**src/rtl/branch_pkg.sv**
```systemverilog
// rtl/branch_pkg.sv - shared scorer FSM state type and default sizing
package branch_pkg;

    localparam int DEFAULT_DEPTH = 4;
    localparam int DEFAULT_CNT_W = 16;

    typedef enum logic [1:0] {
        IDLE   = 2'd0,
        LOOKUP = 2'd1,
        UPDATE = 2'd2
    } state_t;

endpackage

```
**src/rtl/branch_scorer_if.sv**
```systemverilog
// rtl/branch_scorer_if.sv - outcome stream and predictor update handshake
interface branch_scorer_if;

    logic br_valid;
    logic br_taken;
    logic br_ready;
    logic pred_request;
    logic pred_taken;
    logic pred_prediction;

    modport master (
        output br_valid,
        output br_taken,
        output pred_prediction,
        input  br_ready,
        input  pred_request,
        input  pred_taken
    );

    modport slave (
        input  br_valid,
        input  br_taken,
        input  pred_prediction,
        output br_ready,
        output pred_request,
        output pred_taken
    );

endinterface

```
**src/rtl/outcome_fifo.sv**
```systemverilog
// rtl/outcome_fifo.sv - in-order 1-bit outcome queue with wrap-bit pointers
module outcome_fifo
    import branch_pkg::*;
#(
    parameter int DEPTH = DEFAULT_DEPTH
) (
    input  logic                     clk,
    input  logic                     rst_n,
    input  logic                     clear,
    input  logic                     push,
    input  logic                     din,
    input  logic                     pop,
    output logic                     full,
    output logic                     empty,
    output logic                     head,
    output logic [$clog2(DEPTH):0]   count
);

    localparam int AW = $clog2(DEPTH);

    logic [AW:0]      wr_ptr;
    logic [AW:0]      rd_ptr;
    logic [DEPTH-1:0] mem;

    assign empty = (wr_ptr == rd_ptr);
    assign full  = (wr_ptr[AW] != rd_ptr[AW]) && (wr_ptr[AW-1:0] == rd_ptr[AW-1:0]);
    assign head  = mem[rd_ptr[AW-1:0]];
    assign count = wr_ptr - rd_ptr;

    always_ff @(posedge clk or negedge rst_n) begin
        if (!rst_n) begin
            wr_ptr <= '0;
            rd_ptr <= '0;
        end else if (clear) begin
            wr_ptr <= '0;
            rd_ptr <= '0;
        end else begin
            if (push && !full)
                wr_ptr <= wr_ptr + 1'b1;
            if (pop && !empty)
                rd_ptr <= rd_ptr + 1'b1;
        end
    end

    // Storage needs no reset: an entry is only read once its write pointer has passed it.
    always_ff @(posedge clk) begin
        if (push && !full && !clear)
            mem[wr_ptr[AW-1:0]] <= din;
    end

endmodule

```
**src/rtl/branch_scorer.sv**
```systemverilog
// rtl/branch_scorer.sv - scores resolved branches against a 2-bit predictor
module branch_scorer
    import branch_pkg::*;
#(
    parameter int DEPTH = DEFAULT_DEPTH,
    parameter int CNT_W = DEFAULT_CNT_W
) (
    input  logic               clk,
    input  logic               rst_n,
    input  logic               clear,
    branch_scorer_if.slave     bif,
    output logic [CNT_W-1:0]   total_cnt,
    output logic [CNT_W-1:0]   hit_cnt,
    output logic [CNT_W-1:0]   miss_cnt,
    output logic               busy
);

    localparam int AW = $clog2(DEPTH);
    localparam logic [CNT_W-1:0] CNT_MAX = '1;

    state_t      state;
    logic        ready_en;
    logic        pred_reg;
    logic        req_q;
    logic        full;
    logic        empty;
    logic        head;
    logic [AW:0] count;
    logic        push_fire;
    logic        pop_fire;
    logic        more_after_pop;

    function automatic logic [CNT_W-1:0] sat_inc(input logic [CNT_W-1:0] v);
        return (v == CNT_MAX) ? v : v + 1'b1;
    endfunction

    // ready_en keeps br_ready low through reset and for the first cycle after release.
    assign bif.br_ready    = ready_en && !full;
    assign push_fire       = bif.br_valid && bif.br_ready && !clear;
    assign pop_fire        = (state == UPDATE) && !clear;
    assign more_after_pop  = (count > (AW+1)'(1)) || push_fire;
    assign busy            = !empty || (state != IDLE);
    assign bif.pred_request = req_q;
    assign bif.pred_taken  = (state != IDLE) && head;

    outcome_fifo #(.DEPTH(DEPTH)) u_fifo (
        .clk   (clk),
        .rst_n (rst_n),
        .clear (clear),
        .push  (push_fire),
        .din   (bif.br_taken),
        .pop   (pop_fire),
        .full  (full),
        .empty (empty),
        .head  (head),
        .count (count)
    );

    always_ff @(posedge clk or negedge rst_n) begin
        if (!rst_n) begin
            state     <= IDLE;
            ready_en  <= 1'b0;
            pred_reg  <= 1'b0;
            req_q     <= 1'b0;
            total_cnt <= '0;
            hit_cnt   <= '0;
            miss_cnt  <= '0;
        end else begin
            ready_en <= 1'b1;
            if (clear) begin
                state     <= IDLE;
                pred_reg  <= 1'b0;
                req_q     <= 1'b0;
                total_cnt <= '0;
                hit_cnt   <= '0;
                miss_cnt  <= '0;
            end else begin
                case (state)
                    IDLE: begin
                        req_q <= 1'b0;
                        if (!empty)
                            state <= LOOKUP;
                    end
                    LOOKUP: begin
                        pred_reg <= bif.pred_prediction;
                        req_q    <= 1'b1;
                        state    <= UPDATE;
                    end
                    UPDATE: begin
                        req_q     <= 1'b0;
                        total_cnt <= sat_inc(total_cnt);
                        if (pred_reg == head)
                            hit_cnt <= sat_inc(hit_cnt);
                        else
                            miss_cnt <= sat_inc(miss_cnt);
                        state <= more_after_pop ? LOOKUP : IDLE;
                    end
                    default: begin
                        req_q <= 1'b0;
                        state <= IDLE;
                    end
                endcase
            end
        end
    end

endmodule

```
**src/flat_wrapper.sv**
```systemverilog
// flat-port wrapper written by rule: the top's interface ports become plain ports
module branch_scorer_flat import branch_pkg::*;
#(
    parameter int DEPTH = DEFAULT_DEPTH,
    parameter int CNT_W = DEFAULT_CNT_W
)
  (clk, rst_n, clear, total_cnt, hit_cnt, miss_cnt, busy, bif_br_valid, bif_br_taken, bif_pred_prediction, bif_br_ready, bif_pred_request, bif_pred_taken);
  branch_scorer_if bif_i ();
  input  logic clk;
  input  logic rst_n;
  input  logic clear;
  output logic [CNT_W-1:0] total_cnt;
  output logic [CNT_W-1:0] hit_cnt;
  output logic [CNT_W-1:0] miss_cnt;
  output logic busy;
  input wire logic [$bits(bif_i.br_valid)-1:0] bif_br_valid;
  input wire logic [$bits(bif_i.br_taken)-1:0] bif_br_taken;
  input wire logic [$bits(bif_i.pred_prediction)-1:0] bif_pred_prediction;
  output wire logic [$bits(bif_i.br_ready)-1:0] bif_br_ready;
  output wire logic [$bits(bif_i.pred_request)-1:0] bif_pred_request;
  output wire logic [$bits(bif_i.pred_taken)-1:0] bif_pred_taken;
  assign bif_i.br_valid = bif_br_valid;
  assign bif_i.br_taken = bif_br_taken;
  assign bif_i.pred_prediction = bif_pred_prediction;
  assign bif_br_ready = bif_i.br_ready;
  assign bif_pred_request = bif_i.pred_request;
  assign bif_pred_taken = bif_i.pred_taken;
  branch_scorer #(.DEPTH(DEPTH), .CNT_W(CNT_W)) u_core (.clk(clk), .rst_n(rst_n), .clear(clear), .bif(bif_i), .total_cnt(total_cnt), .hit_cnt(hit_cnt), .miss_cnt(miss_cnt), .busy(busy));
endmodule
```
**config.mk**
```make
export PLATFORM = sky130hd
export DESIGN_NAME = branch_scorer_flat
export DESIGN_NICKNAME = d
export VERILOG_FILES = /design/src/rtl/branch_pkg.sv /design/src/rtl/branch_scorer_if.sv /design/src/rtl/outcome_fifo.sv /design/src/rtl/branch_scorer.sv /design/src/flat_wrapper.sv
export SDC_FILE = /design/constraint.sdc
export NUM_CORES = 1
export LEC_CHECK = 0
export ABC_AREA = 1
export BUFFER_PORTS_ARGS = -buffer_cell sky130_fd_sc_hd__buf_2
export CORE_MARGIN = 3
export CORE_UTILIZATION = 58
export CTS_CLUSTER_SIZE = 30
export DETAILED_ROUTE_END_ITERATION = 8
export GPL_ROUTABILITY_DRIVEN = 0
export PLACE_DENSITY_LB_ADDON = 0.3
export SLEW_MARGIN = 20
export SYNTH_ARGS = -nofsm -noshare
export SYNTH_HDL_FRONTEND = slang
export SYNTH_HIERARCHICAL = 1
export SYNTH_SLANG_ARGS = --single-unit
```
**constraint.sdc**
```tcl
create_clock -name clk -period 2.1 [get_ports clk]
set_input_delay 0.21 -clock clk [delete_from_list [all_inputs] [get_ports clk]]
set_output_delay 0.21 -clock clk [all_outputs]
set_load 0.01 [all_outputs]
```
==> flow_metrics.py, run 1 <==
metrics = {
    "clock_network": {
        "root_buffer": "clkbuf_8",
        "clock-sinks": 63,
        "cts_buffers": 9,
        "cts_tree": "done",
        "cts_buffer_depth": 2,
        "clkSlewWorstSetupHoldPaths_ns": 0.06,
        "htreeDepth": 3,
        "clk-insertion-delay-late_ns": 0.34,
    },
    "timing": {
        "hold_viol_final": 0,
        "period_share_pct": 94.4,
        "tns_ns": 0,
        "finalMaxSlewViolations": 0,
        "setup_viol": 0,
        "fin_skew_ns": 0.0114,
        "fmax_mhz": 504,
        "whs_ns": 0.0902,
        "slew_headroom_pct": 61.5,
        "fin_crit_ns": 1.98,
        "timing_worst_slew_pin_value_ns": 0.577,
    },
    "critical_path": {
        "cp_max_fo": 6,
        "r2r_slack_ns": 0.12,
        "critical_path_class": "reg -> reg",
        "crit_path_end_kind": "register",
        "arrival_ns": 2.03,
        "startpoint_type": "register",
        "worstPathRequired_ns": 2.15,
    },
    "drt": {
        "postRouteAntennaNets": 0,
        "drtIter0Drc": 242,
        "vias_per_cell": 5.36,
        "wl_per_cell_um": 13.3,
        "route.detailed.drc": 0,
        "firstDrtPassIters": 5,
        "route.vias.total": 3956,
        "wirelength_mm": 9.83,
    },
    "floorplan": {
        "initial_core_util_pct": 61.6,
        "dieHeight_um": 89.5,
        "num_io_pins": 58,
        "core_area_mm2": 0.00657,
        "std_cell_rows": 29,
        "die_x_um": 89.5,
        "die_area_mm2": 0.00801,
    },
    "pwr": {
        "p_total_mw": 2.39,
        "ir_drop_v": 0.000326,
        "clkPwrFrac_pct": 38.4,
        "internal-power_mw": 1.76,
        "p_seq_share_pct": 52.6,
        "combPwrFrac_pct": 9.1,
        "p_switching_mw": 0.630,
        "p_leak_nw": 2.45,
        "switching_share_pct": 26.4,
        "p_per_area_mw_per_mm2": 511,
    },
    "cells_and_area": {
        "diodes": 0,
        "drive_above_1_share_pct": 16.9,
        "fin_nets": 658,
        "syn_to_final_growth_pct": 15.4,
        "largestRegisters": "u_core/hit_cnt (16), u_core/miss_cnt (16), u_core/total_cnt (16)",
        "final_core_util_pct": 71.1,
        "fin_area_mm2": 0.00467,
    },
    "global_route": {
        "grt_pass1_vias": 3695,
        "grt_first_pass_wirelength_mm": 16.2,
        "antenna_found_initial": 0,
        "grt_use_total_pct": 26.0,
        "grt_max_degree": 37,
        "overflow": 0,
    },
    "synth": {
        "syn_area_mm2": 0.00405,
        "syn_inst": 571,
        "syn_nets": 588,
        "synth_warnings": 6,
        "avgSynthCellArea_um2": 7.09,
    },
    "place": {
        "port_buffers": 57,
        "dp_hpwl_mm": 7.06,
        "placed_area_mm2": 0.00447,
    },
    "worst_hold_path": {
        "min_path_type": "in -> reg",
    },
    "job": {
        "max_cap_violations": 0,
    },
    "run_status": {
        "outcome": "completed",
    },
}
worst max-delay path, stage by stage, from the launching register on:
cell and delay, ns:
dfrtp_1 0.41, inv_2 0.08, ha_1 0.30, nand2_1 0.06, inv_1 0.07, nand3_4 0.09, inv_1 0.06, nor2_2 0.14
nand3_2 0.10, inv_2 0.09, nand3_2 0.14, nor2_2 0.15
metal layers:
metal  vias up  global-route usage [%]  part of all wire [%]
li1       1952                       -                     -
met1      1841                    33.1                    43
met2       136                    43.0                    48
met3        27                    3.78                   5.6
met4         0                    13.3                   2.7
met5         -                       0                     0
area by class of cell:
type	instances	area [um^2]
clock inverters	1	5.00
repair buffers	70	398
inverters	72	270
well taps	93	116
flip-flops and latches	63	1600
fillers	523	1900
clock buffers	14	153
multi-input cells	425	2130
worst paths after layout:
path                                    startpoint                    to  cells after the start
max                        u_core/u_fifo/wr_ptr[0]  u_core/u_fifo/mem[1]                     11
min                                   bif_br_taken  u_core/u_fifo/mem[3]                      1
max reg2reg                u_core/u_fifo/wr_ptr[0]  u_core/u_fifo/mem[1]                     11
min reg2reg                   u_core/total_cnt[14]  u_core/total_cnt[14]                      2
max in group asynchronous                    rst_n       u_core/ready_en                      3
min in group asynchronous                    rst_n   u_core/miss_cnt[12]                      2
per-stage QoR:
step / worst slack, ns / cells
2_1_floorplan: 0.136 / 571
3_3_place_gp: 0.248 / 720
3_5_place_dp: 0.0999 / 720
4_1_cts: 0.0766 / 736
5_1_grt: -0.0121 / 738
6_report: 0.117 / 738
cell usage in the layout (no fill, tap or decap), types with 2 or more instances in the layout:
cell	count
ha_1	10
dfrtp_1	59
nor2_2	9
xnor2_1	2
xor2_1	21
inv_1	68
nand2_2	6
buf_4	11
clkbuf_8	10
nor2_1	65
nand3_4	2
nand3_1	54
o21bai_1	5
buf_2	57
nand3_2	5
clkbuf_1	4
inv_2	4
edfxtp_1	4
nand2_1	180
nand4_1	20
o21ai_1	14
o21ai_0	18
nor3_1	5
power by group through the flow:
stage | combinational, mW | sequential [mW] | clock, mW
2_1_floorplan | 0.125 | 1.28 | 0
3_3_place_gp | 0.206 | 1.28 | 0
3_5_place_dp | 0.209 | 1.28 | 0
4_1_cts | 0.212 | 1.25 | 0.932
5_1_grt | 0.245 | 1.26 | 0.995
6_report | 0.217 | 1.25 | 0.915
what timing repair did:
| action | in CTS | in global routing |
|---|---|---|
| setup endpoints to repair | 0 | 5 |
| hold endpoints to repair | 23 | 0 |
| setup buffers | 0 | 2 |
| resized for setup | 0 | 9 |
| hold buffers | 1 | 0 |
Power figures use the tool's default switching activity.
==> run 2, diff against run 1 <==
--- a/config.mk
+++ b/config.mk
@@ -5,10 +5,11 @@
 export SDC_FILE = /design/constraint.sdc
 export NUM_CORES = 1
 export LEC_CHECK = 0
-export ABC_AREA = 1
+export ABC_AREA = 0
 export BUFFER_PORTS_ARGS = -buffer_cell sky130_fd_sc_hd__buf_2
 export CORE_MARGIN = 3
-export CORE_UTILIZATION = 58
+export CORE_UTILIZATION = 59
+export CTS_BUF_LIST = sky130_fd_sc_hd__clkbuf_8
 export CTS_CLUSTER_SIZE = 30
 export DETAILED_ROUTE_END_ITERATION = 8
 export GPL_ROUTABILITY_DRIVEN = 0
==> run 2 against run 1 <==
  * The flow now finishes with violations (negative setup slack)
  * Largest power group unchanged
  * Largest cell class unchanged
  * Cell area grew 1.3%
  * Power up 32%
  * First-iteration DRC count rose by 56%
  * Synthesized cell count decreased by 33%
==> flow_metrics.py, run 2 <==
metrics = {
    "clock_network": {
        "htreeDepth": 3,
        "cts_tree": "done",
        "clk-insertion-delay-late_ns": 0.34,
        "clock-sinks": 63,
        "root_buffer": "clkbuf_8",
        "cts_buffer_depth": 2,
        "clkSlewWorstSetupHoldPaths_ns": 0.07,
        "cts_buffers": 9,
    },
    "timing": {
        "slew_headroom_pct": 54.8,
        "fin_crit_ns": 2.38,
        "timing_worst_slew_pin_value_ns": 0.672,
        "worst_slack_ns": -0.279,
        "tns_ns": -4.50,
        "hold_viol_final": 0,
        "fin_skew_ns": 0.00957,
        "period_share_pct": 113,
        "finalMaxSlewViolations": 0,
        "setup_viol": 28,
        "fmax_mhz": 420,
        "rsz0062_at_grt": "yes",
    },
    "critical_path": {
        "cp_max_fo": 12,
        "startpoint_type": "register",
        "crit_path_end_kind": "register",
        "arrival_ns": 2.61,
        "critical_path_class": "reg -> reg",
        "worstPathRequired_ns": 2.33,
    },
    "cells_and_area": {
        "diodes": 0,
        "drive_above_1_share_pct": 32.2,
        "largestRegisters": "u_core/hit_cnt (16), u_core/miss_cnt (16), u_core/total_cnt (16)",
        "layout_commonest_cell": "dfrtp_1",
        "fillerInstances": 352,
        "final_cell_mix": "59 x dfrtp_1, 57 x buf_2, 43 x buf_4",
        "syn_to_final_growth_pct": 29.9,
        "fin_nets": 499,
    },
    "floorplan": {
        "die_area_mm2": 0.00715,
        "num_io_pins": 58,
        "core_area_mm2": 0.00574,
        "initial_core_util_pct": 63.4,
        "std_cell_rows": 27,
        "dieHeight_um": 84.6,
        "die_x_um": 84.6,
    },
    "synth": {
        "avgSynthCellArea_um2": 9.56,
        "syn_nets": 398,
        "synth_warnings": 6,
        "syn_inst": 381,
        "syn_area_mm2": 0.00364,
    },
    "drt": {
        "firstDrtPassIters": 5,
        "vias_per_cell": 6.75,
        "route.vias.total": 3775,
        "wirelength_mm": 10.6,
        "wl_per_cell_um": 19.0,
        "drtIter0Drc": 377,
        "route.detailed.drc": 0,
        "postRouteAntennaNets": 0,
    },
    "place": {
        "dp_hpwl_mm": 6.66,
        "port_buffers": 57,
        "post-place-ws_ns": -0.274,
    },
    "pwr": {
        "p_per_area_mw_per_mm2": 666,
        "p_leak_nw": 2.08,
        "ir_drop_v": 0.000654,
    },
    "global_route": {
        "overflow": 0,
        "grt_first_pass_wirelength_mm": 16.8,
        "grt_pass1_vias": 3529,
        "antenna_found_initial": 0,
        "grt_max_degree": 60,
        "grt_use_total_pct": 28.7,
    },
    "job": {
        "max_cap_violations": 0,
    },
    "run_status": {
        "outcome": "complete, but fails checks",
        "failed_checks": "negative setup slack",
    },
    "worst_hold_path": {
        "min_path_type": "in -> reg",
    },
}
-- run 2: where the power goes --
group          leakage (nW)  switching [mW]  internal (mW)
clock                 0.122           0.483          0.724
sequential            0.856          0.0430           1.26
combinational          1.10           0.362          0.276
-- run 2: worst max-delay path: stages (launching register included) --
cell and delay (ns):
dfrtp_1 0.37, mux4_2 0.57, xnor2_2 0.33, nand3_1 0.13, buf_4 0.20, nor4_1 0.28, mux2_2 0.38
-- run 2: cell type report --
cell class / instances / area, um^2 / area share, %
Multi-Input combinational cell: 290 / 2100 / 44.5
Sequential cell: 63 / 1600 / 33.7
Timing Repair Buffer: 104 / 661 / 14.0
Clock buffer: 11 / 151 / 3.20
Tap cell: 72 / 90.1 / 1.90
Clock inverter: 5 / 72.6 / 1.53
Inverter: 14 / 55.1 / 1.16
-- run 2: per-layer routing --
| metal | GRT usage [%] | wire (um) |
|---|---|---|
| met3 | 5.40 | 921 |
| met4 | 11.8 | 226 |
| met2 | 47.2 | 5180 |
| met5 | 0 | 0 |
| met1 | 37.3 | 4280 |
-- run 2: path summary, 6_finish.rpt --
path                                   endpoint  cells past startpoint  slack, ns                    start
setup / recovery             u_core/hit_cnt[11]                      6      -0.28  u_core/u_fifo/rd_ptr[0]
hold / removal             u_core/u_fifo/mem[0]                      1       0.11             bif_br_taken
setup reg to reg             u_core/hit_cnt[11]                      6      -0.28  u_core/u_fifo/rd_ptr[0]
hold reg to reg              u_core/miss_cnt[8]                      1       0.55       u_core/miss_cnt[8]
max in group asynchronous    u_core/miss_cnt[6]                      3       1.41                    rst_n
min in group asynchronous   u_core/total_cnt[5]                      3       0.41                    rst_n
-- run 2: timing repair --
item,in CTS,in global routing
endpoints found under the hold margin,59,0
cloned,1,0
buffers inserted,4,4
hold buffers,1,0
pin swaps,6,4
endpoints found under the setup margin,33,37
resized for setup,11,19
-- run 2: per-stage QoR --
step / hold slack [ns] / area [um^2] / utilization, % / instances / power, mW
after floorplan: -0.0856 / 3700 / - / 381 / 1.60
after global placement: 0.241 / 4300 / 74.8 / 533 / 1.81
after detailed placement: 0.243 / 4300 / 74.8 / 533 / 1.84
after CTS: 0.101 / 4630 / 80.6 / 555 / 3.06
after global routing: 0.104 / 4730 / 82.4 / 559 / 3.25
final: 0.112 / 4730 / 82.4 / 559 / 3.15
==> run 3, diff against run 2 <==
--- a/config.mk
+++ b/config.mk
@@ -8,8 +8,7 @@
 export ABC_AREA = 0
 export BUFFER_PORTS_ARGS = -buffer_cell sky130_fd_sc_hd__buf_2
 export CORE_MARGIN = 3
-export CORE_UTILIZATION = 59
-export CTS_BUF_LIST = sky130_fd_sc_hd__clkbuf_8
+export CORE_UTILIZATION = 57
 export CTS_CLUSTER_SIZE = 30
 export DETAILED_ROUTE_END_ITERATION = 8
 export GPL_ROUTABILITY_DRIVEN = 0
==> run 3 against run 2 <==
  * The run still ends with negative setup slack left
  * Worst setup slack got worse by 0.043 ns
  * Via count shrank 3.7%
  * Power fell by 5.6%
  * Critical path type unchanged
  * Largest power group unchanged
==> flow_metrics.py, run 3 (synthesized netlist as in run 2, its figures left out) <==
metrics = {
    "run_status": {
        "outcome": "complete, but fails checks",
        "failed_checks": "negative setup slack",
    },
    "pwr": {
        "p_per_area_mw_per_mm2": 626,
        "ir_drop_v": 0.000517,
        "p_seq_share_pct": 43.8,
        "clkPwrFrac_pct": 35.8,
        "internal-power_mw": 2.12,
        "p_switching_mw": 0.854,
        "switching_share_pct": 28.7,
        "combPwrFrac_pct": 20.3,
        "p_total_mw": 2.97,
        "p_leak_nw": 2.07,
    },
    "floorplan": {
        "core_area_mm2": 0.00606,
        "dieHeight_um": 85.9,
        "num_io_pins": 58,
        "std_cell_rows": 28,
        "die_x_um": 85.9,
        "initial_core_util_pct": 60.1,
        "die_area_mm2": 0.00738,
    },
    "place": {
        "port_buffers": 57,
        "place_inst": 538,
        "post-place-ws_ns": -0.260,
        "placed_area_mm2": 0.00432,
        "dp_hpwl_mm": 6.55,
    },
    "critical_path": {
        "cp-endpoint": "u_core/hit_cnt[9]",
        "r2r-end": "u_core/hit_cnt[9]",
        "startpoint": "u_core/u_fifo/rd_ptr[0]",
        "startpoint_type": "register",
        "rr_startpoint": "u_core/u_fifo/rd_ptr[0]",
        "worstPathRequired_ns": 2.36,
        "critical_path_class": "reg -> reg",
        "cp_max_fo": 12,
        "ff2ff_path_depth": 6,
        "crit_path_end_kind": "register",
        "r2r_slack_ns": -0.32,
        "arrival_ns": 2.69,
    },
    "cells_and_area": {
        "layout_commonest_cell": "dfrtp_1",
        "finalNonFillerCells": 562,
        "syn_to_final_growth_pct": 30.4,
        "fillerInstances": 408,
        "multi_input_area_mm2": 0.00214,
        "final_cell_mix": "59 x dfrtp_1, 57 x buf_2, 42 x buf_4",
        "largestRegisters": "u_core/hit_cnt (16), u_core/miss_cnt (16), u_core/total_cnt (16)",
        "diodes": 0,
        "fin_nets": 499,
        "fin_area_mm2": 0.00475,
        "drive_above_1_share_pct": 33.5,
        "regArea_mm2": 0.00160,
        "final_core_util_pct": 78.4,
    },
    "clock_network": {
        "clk-insertion-delay-late_ns": 0.35,
        "root_buffer": "clkbuf_8",
        "cts_tree": "done",
        "clock-sinks": 63,
        "cts_buffer_depth": 2,
        "htreeDepth": 3,
        "cts_buffers": 9,
        "clkSlewWorstSetupHoldPaths_ns": 0.07,
    },
    "timing": {
        "worst_slack_ns": -0.322,
        "timing_worst_slew_pin_value_ns": 0.609,
        "rsz0062_at_grt": "yes",
        "fin_crit_ns": 2.42,
        "slew_headroom_pct": 59.2,
        "hold_viol_final": 0,
        "fin_skew_ns": 0.00957,
        "whs_ns": 0.0986,
        "period_share_pct": 115,
        "finalMaxSlewViolations": 0,
        "setup_viol": 27,
        "fmax_mhz": 413,
        "tns_ns": -4.18,
    },
    "global_route": {
        "antenna_found_initial": 0,
        "grt_pass1_vias": 3539,
        "overflow": 0,
        "grt_use_total_pct": 28.5,
        "grt_max_degree": 60,
        "grt_first_pass_wirelength_mm": 16.7,
    },
    "drt": {
        "postRouteAntennaNets": 0,
        "vias_per_cell": 6.47,
        "route.detailed.drc": 0,
        "drtIter0Drc": 248,
        "wl_met2_mm": 5.33,
        "wirelength_mm": 10.6,
        "route.vias.total": 3635,
        "wl_per_cell_um": 18.8,
        "top_layer": "met4",
        "wl_met1_mm": 4.21,
        "firstDrtPassIters": 4,
        "wl_met3_um": 770,
    },
    "worst_hold_path": {
        "min_path_type": "in -> reg",
        "hold_start": "bif_br_taken",
    },
    "job": {
        "max_cap_violations": 0,
    },
}
==> run 3: changes by cell type in the layout (fill, tap and decap cells not counted), sizes merged <==
cell / delta
inv: -2
bufinv: -2
clkinv: +1
clkbuf: +3
==> run 3: worst min-delay path by stage <==
stage	cells after the start	slack [ns]	end
global route	1	0.09	u_core/u_fifo/mem[1]
detailed placement	2	0.24	u_core/total_cnt[11]
global placement	2	0.24	u_core/total_cnt[10]
floorplan	0	-0.09	u_core/bif.pred_request
finish	1	0.1	u_core/u_fifo/mem[1]
CTS	1	0.09	u_core/u_fifo/mem[1]
==> run 3: area by class of cell <==
type / count / share of cell area (%)
multi-input combinational: 290 / 45.0
sequential: 63 / 33.6
timing repair buffer: 104 / 14.0
clock inverter: 2 / 0.211
clock buffer: 14 / 4.08
inverter: 14 / 1.16
tap: 75 / 1.98
==> run 3: power groups by stage <==
stage | combinational, mW | clock, mW | sequential, mW
global route | 0.653 | 1.14 | 1.31
detailed placement | 0.513 | 0 | 1.32
CTS | 0.550 | 1.08 | 1.30
floorplan | 0.268 | 0 | 1.34
global placement | 0.495 | 0 | 1.32
finish | 0.605 | 1.07 | 1.30
==> run 3: worst max-delay path, stage by stage (launching register included) <==
cell	delay (ns)
dfrtp_1	0.37
mux4_2	0.56
xnor2_2	0.32
nand3_1	0.11
buf_4	0.21
or4_1	0.57
a21oi_1	0.21
==> run 3: per-layer routing <==
layer / GRT usage, % / up-vias
met5: 0 / -
met4: 11.9 / 0
met3: 6.92 / 29
met2: 47.0 / 176
met1: 35.9 / 1776
li1: - / 1654
==> run 3: what timing repair did <==
item	CTS	global route
setup endpoints to repair	33	38
pin swaps	7	3
setup buffers	6	1
hold buffers	1	0
endpoints found under the hold margin	59	0
cloned	1	0
gates resized for setup	15	25
